File: src/rtl/v_latch_gate_ctrl.sv
// v_latch_gate_ctrl: registered G/D/CLR sequencer for a transparent-latch bank with setup/gate/hold margins
module v_latch_gate_ctrl #(
    parameter int DWIDTH    = 8,
    parameter int SETUP_CYC = 1,
    parameter int GATE_CYC  = 2,
    parameter int HOLD_CYC  = 1,
    parameter int CLR_CYC   = 2
) (
    input  logic              clk,
    input  logic              rst_n,
    input  logic              wr_valid,
    output logic              wr_ready,
    input  logic [DWIDTH-1:0] wr_data,
    input  logic              clr_req,
    output logic              g,
    output logic [DWIDTH-1:0] d,
    output logic              clr,
    output logic              busy,
    output logic              done
);
    localparam int M1 = SETUP_CYC > GATE_CYC ? SETUP_CYC : GATE_CYC;
    localparam int M2 = HOLD_CYC > CLR_CYC ? HOLD_CYC : CLR_CYC;
    localparam int MX = M1 > M2 ? M1 : M2;
    localparam int CW = MX > 1 ? $clog2(MX) : 1;
    typedef enum logic [2:0] {CLEAR, IDLE, SETUP, GATE, HOLD} state_t;
    state_t state;
    logic [CW-1:0] cnt;
    logic pend, ready_q, last;
    assign last = (cnt == '0);
    // ready_q also rises for the final HOLD cycle so a new write can be accepted on the HOLD exit edge
    assign wr_ready = ready_q & ~clr_req & ~pend;
    always_ff @(posedge clk or negedge rst_n) begin
        if (!rst_n) begin
            state   <= CLEAR;
            cnt     <= CW'(CLR_CYC - 1);
            clr     <= 1'b1;
            g       <= 1'b0;
            d       <= '0;
            ready_q <= 1'b0;
            busy    <= 1'b1;
            done    <= 1'b0;
            pend    <= 1'b0;
        end else begin
            done <= 1'b0;
            cnt  <= last ? cnt : cnt - 1'b1;
            if (state inside {SETUP, GATE, HOLD}) pend <= pend | clr_req;
            case (state)
                CLEAR: if (last) begin
                    state   <= IDLE;
                    clr     <= 1'b0;
                    ready_q <= 1'b1;
                    busy    <= 1'b0;
                    done    <= 1'b1;
                end
                IDLE: if (clr_req) begin
                    state   <= CLEAR;
                    cnt     <= CW'(CLR_CYC - 1);
                    clr     <= 1'b1;
                    ready_q <= 1'b0;
                    busy    <= 1'b1;
                end else if (wr_valid) begin
                    state   <= SETUP;
                    cnt     <= CW'(SETUP_CYC - 1);
                    d       <= wr_data;
                    ready_q <= 1'b0;
                    busy    <= 1'b1;
                end
                SETUP: if (last) begin
                    state <= GATE;
                    cnt   <= CW'(GATE_CYC - 1);
                    g     <= 1'b1;
                end
                GATE: if (last) begin
                    state   <= HOLD;
                    cnt     <= CW'(HOLD_CYC - 1);
                    g       <= 1'b0;
                    ready_q <= (HOLD_CYC == 1);
                end
                HOLD: if (!last) ready_q <= (cnt == CW'(1));
                else begin
                    done <= 1'b1;
                    if (wr_valid && wr_ready) begin
                        state   <= SETUP;
                        cnt     <= CW'(SETUP_CYC - 1);
                        d       <= wr_data;
                        ready_q <= 1'b0;
                    end else if (pend || clr_req) begin
                        state   <= CLEAR;
                        cnt     <= CW'(CLR_CYC - 1);
                        clr     <= 1'b1;
                        pend    <= 1'b0;
                        ready_q <= 1'b0;
                    end else begin
                        state <= IDLE;
                        busy  <= 1'b0;
                    end
                end
                default: state <= CLEAR;
            endcase
        end
    end
endmodule

File: config.mk
export PLATFORM = sky130hd
export DESIGN_NAME = v_latch_gate_ctrl
export DESIGN_NICKNAME = d
export VERILOG_FILES = /design/src/rtl/v_latch_gate_ctrl.sv
export SDC_FILE = /design/constraint.sdc
export NUM_CORES = 1
export LEC_CHECK = 0
export ABC_AREA = 1
export BUFFER_PORTS_ARGS = -buffer_cell sky130_fd_sc_hd__clkbuf_2
export CAP_MARGIN = 10
export CORE_AREA = 2 2 56 58
export CTS_CLUSTER_SIZE = 40
export DETAILED_ROUTE_END_ITERATION = 6
export DIE_AREA = 0 0 58 60
export GPL_TIMING_DRIVEN = 0
export SLEW_MARGIN = 0
export SYNTH_ARGS = -nofsm -noshare
export SYNTH_HDL_FRONTEND = slang
export SYNTH_SLANG_ARGS = --single-unit
File: constraint.sdc
create_clock -name clk -period 1.4 [get_ports clk]
set_clock_uncertainty 0.2 [all_clocks]
set_input_delay 0.07 -clock clk [delete_from_list [all_inputs] [get_ports clk]]
set_output_delay 0.07 -clock clk [all_outputs]
set_load 0.02 [all_outputs]
; ---- After elaboration in Yosys (flattened, before gate mapping)
; Cells that the tools add are included.
[word_totals]
reg_bits = 18
latchBits = 0
ram_bits = 0
rom_bits = 0
word_cells = 99
n_memories = 0
[classes]
add_sub_neg = 1
mul = 0
n_div = 0
order_cmp = 0
eq_ne = 18
shift = 0
mux = 50
n_bitwise = 5
reduce_logical = 16
[ops]
columns = op, n
row1 = two-way mux 1 bit, 32
row2 = two-way mux 8 bit, 4
row3 = "!= test 2 bit, second input constant", 10
row4 = two-way mux 3 bit, 6
row5 = one-hot mux 8 bit (2 select lines), 1
row6 = one-hot mux 3 bit (5 select lines), 1
row7 = AND reduction 6 bit, 2
row8 = AND reduction 5 bit, 2
row9 = one-hot mux 1 bit (3 select lines), 3
row10 = nonzero test 3 bit, 3
row11 = "equality test 3 x 2 -> 1 bit, second input constant", 2
row12 = "!= test 2 x 1 -> 1 bit, second input constant", 2
row13 = "!= test 4 x 2 -> 1 bit, second input constant", 1
row14 = one-hot mux 1 bit (4 select lines), 1
row15 = AND reduction 4 bit, 1
row16 = nonzero test 2 bit, 2
row17 = OR reduction 2 bit, 2
row18 = "equality test 3 x 1 -> 1 bit, second input constant", 1
row19 = "equality test 3 bit, second input constant", 1
row20 = logical NOT 3 bit, 1
row21 = "!= test 3 bit, second input constant", 1
row22 = AND reduction 3 bit, 1
row23 = AND 1 bit, 2
row24 = two-way mux 2 bit, 1
row25 = 6 further kinds, 7

; ---- Logic depth before layout (Yosys ltp)
; Gate-level depths: netlist of the first run.
[logic_depth]
ltp_word = 7
mapped_depth = 9

; ---- Worst setup path before layout of the first run
; OpenSTA, ideal clock, no wires.
[synth_timing]
kind = register -> register
start = register cnt
end = register ready_q
setup_ns = 0.065
arrival_ns = 1.237
required_time_ns = 1.135
slack_ns = -0.102
stages_incl_launch_ff = 7
path_buffers = 2
synth_period_minus_slack_ns = 1.502
cell_sequence = dfstp_2 -> clkbuf_1 -> nand3_2 -> buf_2 -> nand3_1 -> nand4_1 -> nand2_1
[synth_via]
elab_chain_len = 2
elab_cells_between_ends = 5
classes_between = eq/ne (2) / mux (2) / reduce/logical (1)
[synth_lines]
columns = element, line
row1 = start: declaration, 27  ; logic [CW-1:0] cnt;
row2 = start signal: assignment, 35  ; cnt <= CW'(CLR_CYC - 1);
row3 = start signal: assignment, 45  ; cnt <= last ? cnt : cnt - 1'b1;
row4 = start signal: assignment, 57  ; cnt <= CW'(CLR_CYC - 1);
row5 = != test 4 x 2 -> 1 bit (no line) (tied with other cells), -
row6 = AND reduction 4 bit (no line) or one-hot mux 1 bit (3 select lines) (tied branches), -
row7 = end signal: assignment, 77  ; ready_q <= (HOLD_CYC == 1);
row8 = end signal: assignment, 79  ; HOLD: if (!last) ready_q <= (cnt == CW'(1));
row9 = end: declaration, 28  ; logic pend, ready_q, last;
; Several ways; a longest one is shown, not always the timed one.
; A chain may end at the register's enable or synchronous reset.

; ---- Worst setup path in the final report of the first run
[layout_timing]
start = register state[1]
end = register d[4]
[layout_via]
elab_chain_len = 3
elab_cells_between_ends = 9
classes_between = eq/ne (6) / mux (1) / reduce/logical (2)
[layout_lines]
columns = element, line
row1 = start: declaration, 26  ; state_t state;
row2 = start signal: assignment, 34  ; state <= CLEAR;
row3 = start signal: assignment, 49  ; state <= IDLE;
row4 = start signal: assignment, 56  ; state <= CLEAR;
row5 = equality test 3 bit or equality test 3 x 1 -> 1 bit (tied branches), 47  ; case (state)
row6 = != test 2 x 1 -> 1 bit (no line) (tied with other cells), -
row7 = AND reduction 5 bit (no line), -
row8 = end signal: assignment, 64  ; d <= wr_data;
row9 = end signal: assignment, 85  ; d <= wr_data;
row10 = end: declaration, 16  ; output logic [DWIDTH-1:0] d,
; Several ways; a longest one is shown, not always the timed one.

==> impl_metrics.py, run 1 <==
metrics = {
    "critical_path": {
        "ff2ff_path_depth": 6,
        "cp_slowest_stage_delay_ps": 480,
        "worstSetupPathType": "reg -> reg",
        "start_kind": "register",
        "ff2ff_setup_slack_ps": -120,
        "cp-end-kind": "register",
        "worstPathMaxFanout": 8,
        "crit_slowest_cell": "dfrtp_2",
        "worstPathRequired_ps": 1400,
        "cp_data_arrival_time_ps": 1510,
        "worstReg2RegStart": "state[1]$_DFFE_PN0P_",
        "critPathTopFamily": "simple AND/OR/NAND/NOR gates",
        "critPathBufInv": 0,
        "crit_path_cell_trace": "nor2_4 > nand2_4 > o21ai_4 > nand2_4 > nand2_1 > nand2_1",
        "r2r_end": "d[4]$_DFFE_PN0P_",
    },
    "placement": {
        "dp.cells": 176,
        "io_buffer_count": 24,
        "place_hpwl_mm": 1.582,
        "routabilityCongestion": 0.8479,
    },
    "sta": {
        "setup_tns_ps": -1111,
        "slew_headroom_pct": 68.62,
        "layout_min_cycle_time_ps": 1515,
        "whs_ps": -86.70,
        "worst_pin_slew_ps": 470.8,
        "fin_ws_ps": -115.1,
        "hold_viol": 1,
        "slew_viol_final": 0,
        "finalCritPeriodShare_pct": 108.2,
        "fmax_mhz": 660.0,
        "finalSetupViolCount": 13,
        "grt_setup_unrepaired": "yes",
    },
    "synthesis": {
        "synthMuxAreaShare_pct": 0,
        "synth_fa_ha_area_share_pct": 0,
        "synth_edf_count": 0,
        "synthTopCellsByArea": "dfrtp_1, nand2_1, dfstp_2",
        "synth-xor-area-share_pct": 0,
        "yosysTopAreaCellShare_pct": 40.11,
        "synth_compound_area_share_pct": 9.358,
        "synth_cells": 119,
        "synth-warning-count": 0,
        "synth_cell_types": 21,
        "mappedNetlistArea_um2": 935.9,
        "yosysMostFrequentCell": "nand2_1",
        "ys_seq_elements": 18,
        "async_reset_ff_share_pct": 100.0,
        "yosys.area_share.simple_pct": 34.63,
        "synth_largest_area_cell": "dfrtp_1",
        "synth_commonest_cells": "nand2_1, dfrtp_1, nand3_1",
        "synth_top_family_by_area": "simple AND/OR/NAND/NOR gates",
        "syn_nets": 131,
        "ys.flop_type": "dfrtp_1",
        "synth.avg_cell_area_um2": 7.865,
        "ys_seq_area_share_pct": 48.53,
    },
    "detailed_routing": {
        "via_count": 970,
        "viasPerCell": 4.826,
        "antenna_left": 0,
        "wire_per_inst_um": 12.64,
        "drc": 0,
        "routed_wl_mm": 2.540,
        "detail_route.first_pass.iterations": 4,
        "first_iter_violations": 60,
    },
    "global_route": {
        "grt_util_met2_pct": 27.60,
        "use_met3_pct": 4.113,
        "antenna_found_initial": 0,
        "overflow": 0,
        "grt-busiest-layer": "met2",
        "grt_pass1_vias": 933,
        "grt_usage_pct": 15.85,
        "grt_use_met1_pct": 18.49,
        "grt_max_degree": 19,
        "grt_first_pass_wirelength_mm": 4.126,
    },
    "die": {
        "fp.dieW_um": 58,
        "initial_core_util_pct": 32.24,
        "die_y_um": 60,
        "num_rows": 20,
        "die-area_um2": 3480,
        "fp.coreArea_um2": 2903,
        "pin_count": 25,
    },
    "final_layout": {
        "fin_nets": 181,
        "area_growth_pct": 54.14,
        "antenna-diode-count": 0,
        "fin_cells": 201,
        "fillers": 275,
        "drive_gt1_share_pct": 39.29,
        "final_util_pct": 49.70,
    },
    "clock_network": {
        "cts.sinks": 18,
        "cts_tree": "done",
        "cts_hold_buf": 10,
        "clock_path_buffers": 2,
        "cts_root_buffer": "clkbuf_4",
        "clock_latency_ps": 300,
        "htreeDepth": 1,
        "cts_buffers": 3,
        "clk_pin_slew_ps": 110,
    },
    "pwr": {
        "vdd_ir_drop_max_mv": 1.145,
        "powerDensity_nw_per_um2": 2166,
        "leakage_nw": 0.7439,
    },
    "worst_hold_path": {
        "hold_depth": 3,
        "min_to": "pend$_DFF_PN0_",
        "worstHoldStart": "clr_req",
        "hp-class": "in -> reg",
    },
    "job": {
        "max_cap_violations": 0,
    },
    "status": {
        "outcome": "finished, violations left",
        "violations": "hold timing, setup timing",
    },
}
-- worst max-delay path by stage --
stage,startpoint,end,cells after the start
after CTS,state[0]$_DFFE_PN0P_,d[5]$_DFFE_PN0P_,7
after detailed placement,pend$_DFF_PN0_,d[5]$_DFFE_PN0P_,6
after global placement,state[0]$_DFFE_PN0P_,d[4]$_DFFE_PN0P_,7
final,state[1]$_DFFE_PN0P_,d[4]$_DFFE_PN0P_,6
after global routing,state[1]$_DFFE_PN0P_,d[2]$_DFFE_PN0P_,6
after floorplan,state[0]$_DFFE_PN0P_,d[0]$_DFFE_PN0P_,7
-- power by group --
| part | internal [mW] | switching (mW) | leakage (nW) |
|---|---|---|---|
| clock | 0.159 | 0.172 | 0.0210 |
| combinational | 0.765 | 1.03 | 0.504 |
| sequential | 0.790 | 0.206 | 0.219 |
| total | 1.71 | 1.41 | 0.744 |
-- cell usage in the layout (no fill, tap or decap), drive strengths merged --
| master | n |
|---|---|
| nand4 | 2 |
| clkbuf | 27 |
| dfstp | 3 |
| o221ai | 1 |
| dlygate4sd3 | 10 |
| inv | 12 |
| nand2 | 40 |
| o21ai | 9 |
| a21oi | 3 |
| nor2 | 11 |
| o211ai | 1 |
| nor3 | 2 |
| nand3 | 16 |
| buf | 16 |
| dfrtp | 15 |
-- repair_timing --
item / 4_1_cts / 5_1_grt
cloned: 1 / 0
endpoints found under the hold margin: 29 / 1
setup endpoints to repair: 17 / 18
buffers inserted: 7 / 5
resized for setup: 17 / 15
pin swaps: 10 / 4
-- cells by family after synthesis --
| group | count (synthesis) |
|---|---|
| AO/OA/AOI/OAI | 14 |
| buffers and inverters | 16 |
| flip-flops | 18 |
| AND/OR/NAND/NOR | 71 |
-- worst min-delay path: stages --
cell      delay, ps
clkbuf_2        110
nor2_4          130
nor3_1           70
-- sequential cells by signal (all words and copies together), names as in the netlist --
name,flops
done,1
pend,1
cnt,1
state,3
ready_q,1
d,8
clr,1
g,1
busy,1
-- routing by layer --
layer	share of wire [%]	vias up	wire [um]
li1	-	482	-
met1	41	444	1045
met2	52	40	1313
met3	6.2	4	157
met4	0.91	0	23
met5	0	-	0
-- area by class of cell --
cell class / instances / area, um^2 / share of cell area [%]
plain buffers: 2 / 22.52 / 1.561
clock buffers: 4 / 36.28 / 2.515
inverters: 12 / 45.04 / 3.122
multi-input cells: 85 / 486.7 / 33.74
flip-flops and latches: 18 / 455.4 / 31.57
well taps: 33 / 41.29 / 2.862
repair buffers: 47 / 355.3 / 24.63
-- per-stage QoR --
| step | setup slack [ps] | total power, mW | cell area [um^2] |
|---|---|---|---|
| 6_report | -115.1 | 3.125 | 1443 |
| 5_1_grt | -211.5 | 3.364 | 1443 |
| 4_1_cts | -109.7 | 2.890 | 1361 |
| 3_5_place_dp | -211.5 | 2.313 | 1107 |
| 3_3_place_gp | -195.3 | 2.278 | 1107 |
| 2_1_floorplan | -48.67 | 1.931 | 945.9 |
(Power assumes the default switching activity.)
==> run 2, diff against run 1 <==
--- a/config.mk
+++ b/config.mk
@@ -8,11 +8,14 @@
 export ABC_AREA = 1
 export BUFFER_PORTS_ARGS = -buffer_cell sky130_fd_sc_hd__clkbuf_2
 export CAP_MARGIN = 10
-export CORE_AREA = 2 2 56 58
+export CELL_PAD_IN_SITES_DETAIL_PLACEMENT = 0
+export CELL_PAD_IN_SITES_GLOBAL_PLACEMENT = 1
+export CORE_AREA = 2 2 57 59
 export CTS_CLUSTER_SIZE = 40
 export DETAILED_ROUTE_END_ITERATION = 6
-export DIE_AREA = 0 0 58 60
+export DIE_AREA = 0 0 59 61
 export GPL_TIMING_DRIVEN = 0
+export PLACE_DENSITY_LB_ADDON = 0.1
 export SLEW_MARGIN = 0
 export SYNTH_ARGS = -nofsm -noshare
 export SYNTH_HDL_FRONTEND = slang
==> impl_metrics.py, run 2 (same netlist as run 1, synthesis figures left out) <==
metrics = {
    "clock_network": {
        "cts.sinks": 18,
        "clock_path_buffers": 2,
        "cts_buffers": 3,
        "cts_tree": "done",
        "cts_hold_buf": 10,
        "cts_root_buffer": "clkbuf_4",
        "clock_latency_ps": 290,
        "htreeDepth": 1,
        "clk_pin_slew_ps": 100,
    },
    "placement": {
        "io_buffer_count": 24,
        "pre_cts_slack_ps": -260.1,
        "placed_area_um2": 1107,
        "routabilityCongestion": 0.7486,
        "place_hpwl_mm": 1.606,
    },
    "critical_path": {
        "worstPathMaxFanout": 8,
        "start_kind": "register",
        "crit_path_cell_trace": "nor2_4 > nand2_4 > o21ai_4 > nand2_4 > nand2_2 > nand2_2",
        "critPathBufInv": 0,
        "crit_slowest_cell": "dfrtp_2",
        "ff2ff_setup_slack_ps": -180,
        "cp-end-kind": "register",
        "worstSetupPathType": "reg -> reg",
        "ff2ff_path_depth": 6,
        "critPathTopFamily": "simple AND/OR/NAND/NOR gates",
        "cp_data_arrival_time_ps": 1580,
        "cp_slowest_stage_delay_ps": 480,
        "worstPathRequired_ps": 1400,
        "critPathLaunch": "state[1]$_DFFE_PN0P_",
        "worstReg2RegStart": "state[1]$_DFFE_PN0P_",
        "worst-path-stages": 6,
    },
    "sta": {
        "finalSetupViolCount": 16,
        "slew_viol_final": 0,
        "whs_ps": -86.97,
        "finalCritPeriodShare_pct": 112.9,
        "layout_min_cycle_time_ps": 1581,
        "hold_viol": 1,
        "setup_tns_ps": -1991,
        "slew_headroom_pct": 69.15,
        "fmax_mhz": 632.5,
        "worst_pin_slew_ps": 462.7,
        "fin_ws_ps": -181.0,
        "grt_setup_unrepaired": "yes",
    },
    "final_layout": {
        "reg.largest.list": "d (8), state (3)",
        "drive_gt1_share_pct": 46.15,
        "top_register": "d",
        "final_util_pct": 49.62,
        "fin_nets": 182,
        "layout_commonest_cell": "nand2_1",
        "antenna-diode-count": 0,
        "final_cell_mix": "nand2_1, clkbuf_2, dfrtp_1",
        "largest_reg_flops": 8,
        "area_growth_pct": 56.55,
        "fillers": 302,
        "final_design_area_no_fill_um2": 1465,
    },
    "pwr": {
        "power_mw": 3.090,
        "vdd_ir_drop_max_mv": 0.6902,
        "leakage_nw": 0.7450,
        "powerDensity_nw_per_um2": 2109,
    },
    "job": {
        "max_cap_violations": 0,
    },
    "status": {
        "violations": "hold timing, setup timing",
        "outcome": "finished, violations left",
    },
    "detailed_routing": {
        "viasPerCell": 4.708,
        "via_count": 951,
        "routed_wl_mm": 2.504,
        "wire_per_inst_um": 12.40,
        "antenna_left": 0,
        "first_iter_violations": 35,
        "detail_route.first_pass.iterations": 4,
        "drc": 0,
    },
    "die": {
        "num_rows": 20,
        "die-area_um2": 3599,
        "fp.coreArea_um2": 2953,
        "pin_count": 25,
        "fp.dieW_um": 59,
        "die_y_um": 61,
        "initial_core_util_pct": 31.69,
    },
    "global_route": {
        "antenna_found_initial": 0,
        "grt_first_pass_wirelength_mm": 3.939,
        "grt_pass1_vias": 893,
        "grt_max_degree": 19,
        "overflow": 0,
        "grt_usage_pct": 14.73,
    },
    "worst_hold_path": {
        "worstHoldStart": "clr_req",
        "hold_depth": 3,
        "hp-class": "in -> reg",
    },
}
## run 2: changes by cell type in the layout (fill, tap and decap cells not counted), sizes merged
cell,change
buf,+1
## run 2: repair_timing
action / in CTS / in global routing
setup endpoints to repair: 16 / 18
hold endpoints to repair: 29 / 1
pin swaps: 9 / 15
cloned: 0 / 0
resized for setup: 10 / 32
setup buffers: 9 / 4
## run 2: area by class of cell
type	instances	area [um^2]	share of cell area, %
Timing Repair Buffer	47	351.6	24.00
Clock buffer	4	36.28	2.477
Sequential cell	18	455.4	31.08
Tap cell	33	41.29	2.818
Inverter	12	47.55	3.245
Buffer	3	30.03	2.050
Multi-Input combinational cell	85	503.0	34.33
## run 2: metrics by stage
| stage | hold WS, ps | instances |
|---|---|---|
| floorplan | -425.6 | 119 |
| detailed placement | -152.9 | 176 |
| finish | -86.97 | 202 |
| global placement | -153.3 | 176 |
| CTS | -107.1 | 198 |
| global route | -79.26 | 202 |
## run 2: worst min-delay path: cells and delay by family
kind / cells / cell delay [ps]
and+or+nand+nor: 2 / 190
buffers and inverters: 1 / 120
## run 2: path summary, 6_finish.rpt
path,end
worst max-delay path,d[5]$_DFFE_PN0P_
worst max register to register,d[5]$_DFFE_PN0P_
max in group asynchronous,cnt$_DFF_PN1_
worst min register to register,busy$_DFFE_PN1P_
min in group asynchronous,d[1]$_DFFE_PN0P_
worst min-delay path,pend$_DFF_PN0_
## run 2: layer usage
| metal | global-route usage, % | vias to the layer above | share of wire, % |
|---|---|---|---|
| met4 | 4.870 | 0 | 1.0 |
| met5 | 0 | - | 0 |
| met2 | 24.60 | 17 | 48 |
| li1 | - | 493 | - |
| met1 | 18.48 | 439 | 47 |
| met3 | 4.051 | 2 | 4.2 |
## run 2: power by group
part / leakage (nW) / switching [mW] / internal, mW / total [mW]
Sequential: 0.219 / 0.171 / 0.789 / 0.960
Combinational: 0.505 / 1.06 / 0.751 / 1.81
Clock: 0.0210 / 0.163 / 0.158 / 0.321
